--- config.mk ---
export PLATFORM = sky130hd
export DESIGN_NAME = control_unit_pipe
export DESIGN_NICKNAME = d
export VERILOG_FILES = /design/src/rtl/ctrl_pkg.sv /design/src/rtl/ctrl_decoder.sv /design/src/rtl/control_unit_pipe.sv
export SDC_FILE = /design/constraint.sdc
export NUM_CORES = 1
export LEC_CHECK = 0
export CORE_AREA = 3 3 61 63
export CTS_CLUSTER_DIAMETER = 150
export DETAILED_ROUTE_END_ITERATION = 7
export DIE_AREA = 0 0 64 66
export GPL_TIMING_DRIVEN = 0
export PLACE_DENSITY = 0.78
export SYNTH_ARGS = -nofsm -noshare
export SYNTH_HDL_FRONTEND = slang
export SYNTH_SLANG_ARGS = --single-unit
export TNS_END_PERCENT = 30
--- constraint.sdc ---
create_clock -name clk -period 3.05 [get_ports clk]
set_input_delay 0.4575 -clock clk [delete_from_list [all_inputs] [get_ports clk]]
set_output_delay 0.4575 -clock clk [all_outputs]
set_load 0.01 [all_outputs]
--- src/rtl/ctrl_pkg.sv ---
// Shared encodings and the control bundle carried down the pipeline.
package ctrl_pkg;

  // Opcodes
  localparam logic [6:0] OP_LOAD  = 7'b0000011;
  localparam logic [6:0] OP_STORE = 7'b0100011;
  localparam logic [6:0] OP_R     = 7'b0110011;
  localparam logic [6:0] OP_I     = 7'b0010011;
  localparam logic [6:0] OP_BR    = 7'b1100011;
  localparam logic [6:0] OP_JAL   = 7'b1101111;
  localparam logic [6:0] OP_JALR  = 7'b1100111;
  localparam logic [6:0] OP_LUI   = 7'b0110111;
  localparam logic [6:0] OP_AUIPC = 7'b0010111;

  // ALU operation codes (low four bits of alu_control_e)
  localparam logic [3:0] ALU_ADD  = 4'd0;
  localparam logic [3:0] ALU_SUB  = 4'd1;
  localparam logic [3:0] ALU_AND  = 4'd2;
  localparam logic [3:0] ALU_OR   = 4'd3;
  localparam logic [3:0] ALU_XOR  = 4'd4;
  localparam logic [3:0] ALU_SLT  = 4'd5;
  localparam logic [3:0] ALU_SLTU = 4'd6;
  localparam logic [3:0] ALU_SLL  = 4'd7;
  localparam logic [3:0] ALU_SRL  = 4'd8;
  localparam logic [3:0] ALU_SRA  = 4'd9;
  localparam logic [3:0] ALU_MUL  = 4'd10;

  // Immediate formats
  localparam logic [2:0] IMM_I = 3'b000;
  localparam logic [2:0] IMM_S = 3'b001;
  localparam logic [2:0] IMM_B = 3'b010;
  localparam logic [2:0] IMM_J = 3'b011;
  localparam logic [2:0] IMM_U = 3'b100;

  // Writeback result select
  localparam logic [1:0] RES_ALU = 2'b00;
  localparam logic [1:0] RES_MEM = 2'b01;
  localparam logic [1:0] RES_PC4 = 2'b10;

  typedef struct packed {
    logic       valid;
    logic       reg_write;
    logic       mem_write;
    logic       branch;
    logic       jump;
    logic       alu_src;
    logic       alu_src_a;
    logic [1:0] result_src;
    logic [2:0] branch_cond;
    logic [3:0] alu_ctrl;
  } ctrl_bundle_t;

  // Fields still needed once the instruction has left EX
  typedef struct packed {
    logic       valid;
    logic       reg_write;
    logic       mem_write;
    logic [1:0] result_src;
  } mem_stage_t;

  typedef struct packed {
    logic       valid;
    logic       reg_write;
    logic [1:0] result_src;
  } wb_stage_t;

  // Register-register / register-immediate ALU op from funct3; alt selects SUB/SRA
  function automatic logic [3:0] alu_from_f3(input logic [2:0] f3, input logic alt);
    case (f3)
      3'b000:  return alt ? ALU_SUB : ALU_ADD;
      3'b001:  return ALU_SLL;
      3'b010:  return ALU_SLT;
      3'b011:  return ALU_SLTU;
      3'b100:  return ALU_XOR;
      3'b101:  return alt ? ALU_SRA : ALU_SRL;
      3'b110:  return ALU_OR;
      default: return ALU_AND;
    endcase
  endfunction

endpackage

--- src/rtl/ctrl_decoder.sv ---
// Combinational instruction decode: op/funct3/funct7 -> control bundle, imm format, illegal flag.
module ctrl_decoder
  import ctrl_pkg::*;
#(
  parameter bit M_EXT = 1'b0
) (
  input  logic         instr_valid,
  input  logic [6:0]   op,
  input  logic [2:0]   funct3,
  input  logic [6:0]   funct7,
  output ctrl_bundle_t ctrl,
  output logic [2:0]   imm_src,
  output logic         illegal
);

  ctrl_bundle_t dec;
  logic         bad;

  // Decode every field, then squash the whole bundle for illegal or absent instructions
  always_comb begin
    dec       = '0;
    dec.valid = 1'b1;
    bad       = 1'b0;
    imm_src   = IMM_I;
    case (op)
      OP_LOAD: begin
        dec.reg_write  = 1'b1;
        dec.alu_src    = 1'b1;
        dec.result_src = RES_MEM;
        bad            = (funct3 != 3'b010);
      end
      OP_STORE: begin
        dec.mem_write = 1'b1;
        dec.alu_src   = 1'b1;
        imm_src       = IMM_S;
        bad           = (funct3 != 3'b010);
      end
      OP_R: begin
        dec.reg_write = 1'b1;
        if (funct7 == 7'b0000001) begin
          dec.alu_ctrl = ALU_MUL;
          bad          = !M_EXT || (funct3 != 3'b000);
        end else begin
          dec.alu_ctrl = alu_from_f3(funct3, funct7[5]);
          // alt encoding only exists for SUB and SRA
          bad = !((funct7 == 7'b0000000) ||
                  (funct7 == 7'b0100000 && (funct3 == 3'b000 || funct3 == 3'b101)));
        end
      end
      OP_I: begin
        dec.reg_write = 1'b1;
        dec.alu_src   = 1'b1;
        case (funct3)
          3'b001: begin
            dec.alu_ctrl = ALU_SLL;
            bad          = (funct7 != 7'b0000000);
          end
          3'b101: begin
            dec.alu_ctrl = funct7[5] ? ALU_SRA : ALU_SRL;
            bad          = (funct7 != 7'b0000000) && (funct7 != 7'b0100000);
          end
          // funct7 is part of the immediate here
          default: dec.alu_ctrl = alu_from_f3(funct3, 1'b0);
        endcase
      end
      OP_BR: begin
        dec.branch      = 1'b1;
        dec.branch_cond = funct3;
        imm_src         = IMM_B;
        dec.alu_ctrl    = !funct3[2] ? ALU_SUB : (funct3[1] ? ALU_SLTU : ALU_SLT);
        bad             = (funct3[2:1] == 2'b01);
      end
      OP_JAL: begin
        dec.reg_write  = 1'b1;
        dec.jump       = 1'b1;
        dec.alu_src    = 1'b1;
        dec.alu_src_a  = 1'b1;
        dec.result_src = RES_PC4;
        imm_src        = IMM_J;
      end
      OP_JALR: begin
        dec.reg_write  = 1'b1;
        dec.jump       = 1'b1;
        dec.alu_src    = 1'b1;
        dec.result_src = RES_PC4;
        bad            = (funct3 != 3'b000);
      end
      OP_LUI: begin
        // datapath forces rs1 to x0, so an add of the immediate suffices
        dec.reg_write = 1'b1;
        dec.alu_src   = 1'b1;
        imm_src       = IMM_U;
      end
      OP_AUIPC: begin
        dec.reg_write = 1'b1;
        dec.alu_src   = 1'b1;
        dec.alu_src_a = 1'b1;
        imm_src       = IMM_U;
      end
      default: bad = 1'b1;
    endcase
    illegal = instr_valid & bad;
    ctrl    = (instr_valid && !bad) ? dec : '0;
  end

endmodule

--- src/rtl/control_unit_pipe.sv ---
// Pipelined control unit: decode, then ID/EX (stall/flush), EX/MEM and MEM/WB registers.
module control_unit_pipe
  import ctrl_pkg::*;
#(
  parameter int ALUCTRL_W   = 4,    // must be >= 4
  parameter bit M_EXT       = 1'b0,
  parameter bit ZERO_BUBBLE = 1'b1
) (
  input  logic                 clk,
  input  logic                 rst,
  input  logic                 instr_valid_d,
  input  logic [6:0]           op,
  input  logic [2:0]           funct3,
  input  logic [6:0]           funct7,
  input  logic                 stall_e,
  input  logic                 flush_e,
  output logic [2:0]           imm_src_d,
  output logic                 illegal_d,
  output logic [ALUCTRL_W-1:0] alu_control_e,
  output logic                 alu_src_e,
  output logic                 alu_src_a_e,
  output logic                 branch_e,
  output logic                 jump_e,
  output logic [2:0]           branch_cond_e,
  output logic                 valid_e,
  output logic                 valid_m,
  output logic                 valid_w,
  output logic                 mem_write_m,
  output logic                 reg_write_m,
  output logic                 reg_write_w,
  output logic [1:0]           result_src_m,
  output logic [1:0]           result_src_w
);

  ctrl_bundle_t dec_bundle;
  ctrl_bundle_t de_d, de_q;
  mem_stage_t   em_d, em_q;
  wb_stage_t    mw_d, mw_q;
  logic         hold_e;

  ctrl_decoder #(.M_EXT(M_EXT)) u_dec (
    .instr_valid (instr_valid_d),
    .op          (op),
    .funct3      (funct3),
    .funct7      (funct7),
    .ctrl        (dec_bundle),
    .imm_src     (imm_src_d),
    .illegal     (illegal_d)
  );

  // Flush beats stall; a held ID/EX sends a bubble on so its instruction is not duplicated
  assign hold_e = stall_e & ~flush_e;

  // ID/EX next value: flush > stall > load
  always_comb begin
    de_d = dec_bundle;
    if (flush_e) begin
      if (ZERO_BUBBLE) begin
        de_d = '0;
      end else begin
        de_d.valid     = 1'b0;
        de_d.reg_write = 1'b0;
        de_d.mem_write = 1'b0;
      end
    end else if (stall_e) begin
      de_d = de_q;
    end
  end

  // EX/MEM next value, enables gated by the stage valid
  always_comb begin
    em_d.valid      = de_q.valid & ~hold_e;
    em_d.reg_write  = de_q.reg_write & em_d.valid;
    em_d.mem_write  = de_q.mem_write & em_d.valid;
    em_d.result_src = (ZERO_BUBBLE && !em_d.valid) ? RES_ALU : de_q.result_src;
  end

  // MEM/WB next value, enables gated by the stage valid
  always_comb begin
    mw_d.valid      = em_q.valid;
    mw_d.reg_write  = em_q.reg_write & em_q.valid;
    mw_d.result_src = (ZERO_BUBBLE && !em_q.valid) ? RES_ALU : em_q.result_src;
  end

  // Pipeline registers; reset discards everything in flight
  always_ff @(posedge clk) begin
    if (rst) begin
      de_q <= '0;
      em_q <= '0;
      mw_q <= '0;
    end else begin
      de_q <= de_d;
      em_q <= em_d;
      mw_q <= mw_d;
    end
  end

  // Zero-extend the 4-bit code to the configured width
  always_comb begin
    alu_control_e      = '0;
    alu_control_e[3:0] = de_q.alu_ctrl;
  end

  assign alu_src_e     = de_q.alu_src;
  assign alu_src_a_e   = de_q.alu_src_a;
  assign branch_e      = de_q.branch;
  assign jump_e        = de_q.jump;
  assign branch_cond_e = de_q.branch_cond;
  assign valid_e       = de_q.valid;
  assign valid_m       = em_q.valid;
  assign mem_write_m   = em_q.mem_write;
  assign reg_write_m   = em_q.reg_write;
  assign result_src_m  = em_q.result_src;
  assign valid_w       = mw_q.valid;
  assign reg_write_w   = mw_q.reg_write;
  assign result_src_w  = mw_q.result_src;

endmodule

# [Word level (Yosys, flattened, before mapping)]
# Index checks and enable logic that the tools add are counted.
[word_totals] input_bits=22 out_inout_bits=25 register_bits=25
[op_classes] bitwise=10 eq_ne=20 muxes=22 reduce_logical=21
[op_table] operator="$eq 7x6->1 const B" n=4
[op_table] operator="$pmux 4 s7" n=1
[op_table] operator="$eq 7x7->1 const B" n=3
[op_table] operator="$mux 16" n=1
[op_table] operator="$pmux 3 s5" n=1
[op_table] operator="$eq 7x5->1 const B" n=2
[op_table] operator="$reduce_or 2->1" n=7
[op_table] operator="$reduce_or 7->1" n=2
[op_table] operator="$pmux 3 s4" n=1
[op_table] operator="$pmux 4 s3" n=1
[op_table] operator="$eq 3x3->1 const B" n=3
[op_table] operator="$mux 1" n=9
[op_table] operator="$mux 4" n=2
[op_table] operator="$pmux 4 s2" n=1
[op_table] operator="$eq 7x1->1 const B" n=1
[op_table] operator="$eq 7x2->1 const B" n=1
[op_table] operator="$logic_not 7->1" n=1
[op_table] operator="$ne 7x6->1 const B" n=1
[op_table] operator="$reduce_bool 7->1" n=1
[op_table] operator="$and 1x1->1" n=6
[op_table] operator="$eq 3x2->1 const B" n=2
[op_table] operator="$pmux 1 s6" n=1
[op_table] operator="$not 1->1" n=4
[op_table] operator="$pmux 2 s2" n=1
[op_table] operator="other kinds (12)" n=16

# [Longest topological paths before layout]
[depth] word_depth=10 mapped_depth=6 ltp_nobuf=5

# [Modules after synthesis]
# From an unflattened synthesis, not the netlist that was laid out.
[hier_totals] hier_cells=176 hier_area_um2=1517.7
[modules_own_cells] module="control_unit_pipe" area_each_um2=912.1 cells_each=79 instances=1
[modules_own_cells] module="ctrl_decoder" area_each_um2=605.6 cells_each=97 instances=1

# [Worst setup path after synthesis]
# Ideal clock, no wire load.
[synth_timing] path_kind="input to output" start="in funct3[0]" end="out illegal_d" required_ns=2.592 cell_stages=6 arrival_ns=1.730 path_slack_ns=0.862 path_cell_list="buf_2 -> xor2_1 -> o21ai_0 -> a2111oi_1 -> nor2_1 -> a21boi_0"
[synth_between] elab_chain_cells=8 elab_cells_between_ends=13
[synth_rtl] element="start, declared" line="control_unit_pipe.sv:13" source="input logic [2:0] funct3,"
[synth_rtl] element="$eq 3x3->1 or $logic_not 3->1 (tied branches)" line="ctrl_decoder.sv:47, ctrl_decoder.sv:53"
[synth_rtl] element="$logic_or 1x1->1" line="ctrl_decoder.sv:47" source="(funct7 == 7'b0100000 && (funct3 == 3'b000 || funct3 == 3'b101)));"
[synth_rtl] element="$logic_and 1x1->1" line="ctrl_decoder.sv:47"
[synth_rtl] element="$logic_or 1x1->1" line="ctrl_decoder.sv:46" source="bad = !((funct7 == 7'b0000000) ||"
[synth_rtl] element="$logic_not 1->1" line="ctrl_decoder.sv:46"
[synth_rtl] element="$mux 1" line="ctrl_decoder.sv:40" source="if (funct7 == 7'b0000001) begin"
[synth_rtl] element="$pmux 1 s6 (*)" line="ctrl_decoder.sv:25" source="case (op)"
[synth_rtl] element="$and 1x1->1 (*)" line="ctrl_decoder.sv:102" source="illegal = instr_valid & bad;"
[synth_rtl] element="end, declared" line="control_unit_pipe.sv:18" source="output logic illegal_d,"
# Every way passes the cells marked *; elsewhere a longest branch is shown, timed or not.

# [Final worst setup path]
[layout_timing] start="in op[4]" end="out imm_src_d[0]"
[layout_between] elab_chain_cells=3 elab_cells_between_ends=7
[layout_rtl] element="start, declared" line="control_unit_pipe.sv:12" source="input logic [6:0] op,"
[layout_rtl] element="$eq 7x6->1 or $eq 7x5->1 (tied branches)" line="ctrl_decoder.sv:25"
[layout_rtl] element="$reduce_or 2->1 (no line)"
[layout_rtl] element="$pmux 3 s4 (*)" line="ctrl_decoder.sv:25"
[layout_rtl] element="end, declared" line="control_unit_pipe.sv:17" source="output logic [2:0] imm_src_d,"
# Marked as above.

==> summary.json <==
{
  "setup_path": {
    "required_ps": 2590,
    "startpoint_type": "input pin",
    "worst_ep_arrival_time_ps": 2500,
    "timing.critical_path.from": "op[4]",
    "end_kind": "output pin",
    "worst_reg2reg_path_length_in_cells": 2,
    "regToRegStartpoint": "valid_e",
    "cp-endpoint": "imm_src_d[0]",
    "slack_of_the_worst_reg_to_reg_path_ps": 2290,
    "critPathMaxFanout": 8,
    "worstSetupPathType": "in -> out",
    "r2r_end": "mem_write_m"
  },
  "place": {
    "portBuffers": 42,
    "gp_congestion": 0.868,
    "place_hpwl_um": 2430,
    "number_of_instances_in_the_placed_design": 239,
    "cell_area_after_placement_um2": 1780
  },
  "cells_and_area": {
    "diodes": 0,
    "postLayoutCellArea_um2": 1860,
    "final_layout_size_suffix_gt1_frac": 0.137,
    "fin_cells": 243,
    "finish.net_count": 220,
    "synthToLayoutAreaGrowth_pct": 43.0
  },
  "synth": {
    "yosysWarnings": 0,
    "synth_area_leader_cell": "dfxtp_1",
    "mappedNetlistArea_um2": 1300,
    "syn_inst": 151,
    "synth_edf_count": 0,
    "sequential_element_share_of_the_synthesized_area": 0.370,
    "postSynth.topFlopCell": "dfxtp_1",
    "synth_top_area_frac": 0.370,
    "post-synth-top-count-cell": "dfxtp_1",
    "syn_avg_cell_area_um2": 8.59,
    "synth.area.top_cells": "dfxtp_1 37%, nor2_1 4.6%, buf_4 4.1%",
    "async_flop_share": 0,
    "synthDistinctLibCells": 46,
    "synth.top_cells.by_count": "24 x dfxtp_1, 16 x nor2_1, 14 x nand2_1",
    "synth-seq-cells": 24,
    "synth_fp_nets": 173
  },
  "die": {
    "rows": 21,
    "die_area_um2": 4220,
    "vertical_die_dimension_um": 66,
    "die_x_um": 64,
    "i_o_pins": 47,
    "core-area_um2": 3280,
    "initial_utilization": 0.395
  },
  "hold_path": {
    "worstHoldPathType": "in -> reg",
    "min_from": "op[6]"
  },
  "clocking": {
    "cts_buffer_depth": 2,
    "cts_made_buffers": 3,
    "cts-root-buf": "clkbuf_4",
    "worst_skew_pair.late_latency_ps": 320,
    "cts_tree": "yes",
    "clkTransAtPathRegs_ps": 120,
    "cts_sinks": 24,
    "cts.htree.levels": 1
  },
  "global_routing": {
    "antenna_found_initial": 0,
    "first_global_vias": 1182,
    "grt-ovfl-total": 0,
    "largest_net_degree_at_the_start_of_global_routing": 15,
    "global_route_wire_length_before_repair_um": 5060,
    "grt_usage": 0.153
  },
  "sta": {
    "max_clock_skew_ps": 4.21,
    "worstMarginPinSlew_ps": 590,
    "layout_min_cycle_time_ps": 2960,
    "grt_setup_unrepaired": "false",
    "max_slew_margin": 0.605,
    "timing.fmax_mhz": 338,
    "final.setup.tns_ps": 0,
    "setup_viol": 0,
    "min_period_over_period": 0.969,
    "timing_max_transition_violations_final": 0,
    "timing_hold_violations_final": 0
  },
  "detailed_routing": {
    "drt_drc_violations_left": 0,
    "postRouteWirelength_um": 3060,
    "vias": 1252,
    "vias_per_std_cell": 5.15,
    "avgRoutedWirePerCell_um": 12.6,
    "route.antenna.remaining_nets": 0,
    "firstDrtPassIters": 4,
    "drt-initial-drc-count": 31
  },
  "status": {
    "run_status": "completed"
  },
  "pwr": {
    "fin_total_pwr_mw": 0.625,
    "power.density_cell_area_nw_per_um2": 337,
    "vdd_ir_max_v": 0.000171,
    "total_leakage_power_nw": 0.710
  },
  "job": {
    "drv_cap": 0
  }
}
==> through the flow <==
stage	utilization	setup slack (ps)	hold WS [ps]
6_report	0.565	94.4	358
5_1_grt	0.565	14.3	349
4_1_cts	0.563	101	358
3_5_place_dp	0.541	-406	430
3_3_place_gp	0.541	-371	432
2_1_floorplan	-	862	417
==> what timing repair did <==
action | in CTS | in global routing
hold endpoints to repair | 0 | 0
pin swaps | 0 | 1
gates resized for setup | 7 | 2
hold buffers | 0 | 0
cloned | 0 | 0
setup endpoints to repair | 1 | 2
buffers inserted | 0 | 0
==> registers in the layout, indices dropped and copies added (netlist names) <==
| signal | count |
|---|---|
| branch_e | 1 |
| alu_src_a_e | 1 |
| result_src_w | 2 |
| de_q | 4 |
| reg_write_m | 1 |
| branch_cond_e | 3 |
| valid_e | 1 |
| alu_control_e | 4 |
| valid_m | 1 |
| valid_w | 1 |
| result_src_m | 2 |
| reg_write_w | 1 |
| alu_src_e | 1 |
| mem_write_m | 1 |
==> where the power goes <==
part	switching (mW)	internal [mW]	leakage, nW
Sequential	0.0000907	0.314	0.193
Combinational	0.0433	0.0400	0.489
Clock	0.0951	0.133	0.0279
Total	0.139	0.487	0.710
==> critical path, stage by stage <==
cell and delay [ps]:
clkdlybuf4s50_1 520, nand3b_1 360, or3_4 460, o31ai_1 100, clkdlybuf4s50_1 600
==> layer usage <==
metal	part of all wire	track usage
met5	0	0
met4	0.016	0.0647
met3	0.062	0.0323
met2	0.48	0.274
met1	0.44	0.175
==> how the worst min path moves through the flow <==
stage               cells past startpoint        to  slack, ps
finish                                  2  de_q[13]        360
global placement                        2   de_q[7]        430
global route                            2  de_q[13]        350
floorplan                               2   de_q[7]        420
CTS                                     2  de_q[13]        360
detailed placement                      2  de_q[13]        430
==> layout by cell type, fill, tap and decap left out, types with 5 or more instances in the layout <==
cell             netlist  layout
and2_1                 7       7
a21oi_1                6       6
o21ai_0                5       5
o31ai_1                5       5
nand2_1               14      14
dfxtp_1               24      24
nand2b_1               5       5
buf_4                  7       7
clkdlybuf4s50_1        0      39
nor2_1                16      16
==> logic make-up (layout without fill, tap and decap cells) <==
logic type / after synthesis / count (layout) / share of synthesized area
AO/OA/AOI/OAI: 39 / 39 / 0.237
XOR/XNOR: 2 / 2 / 0.0135
buffers and inverters: 18 / 64 / 0.0791
flip-flops: 24 / 24 / 0.370
AND/OR/NAND/NOR: 68 / 68 / 0.300
==> final cells by class <==
type,count,area [um^2]
plain buffers,14,90.1
clock buffers,3,22.5
clock inverters,1,30.0
fillers,314,1430
inverters,4,15.0
multi-input cells,109,739
flip-flops and latches,24,480
well taps,46,57.6
repair buffers,42,420
Power figures use the tool's default switching activity.
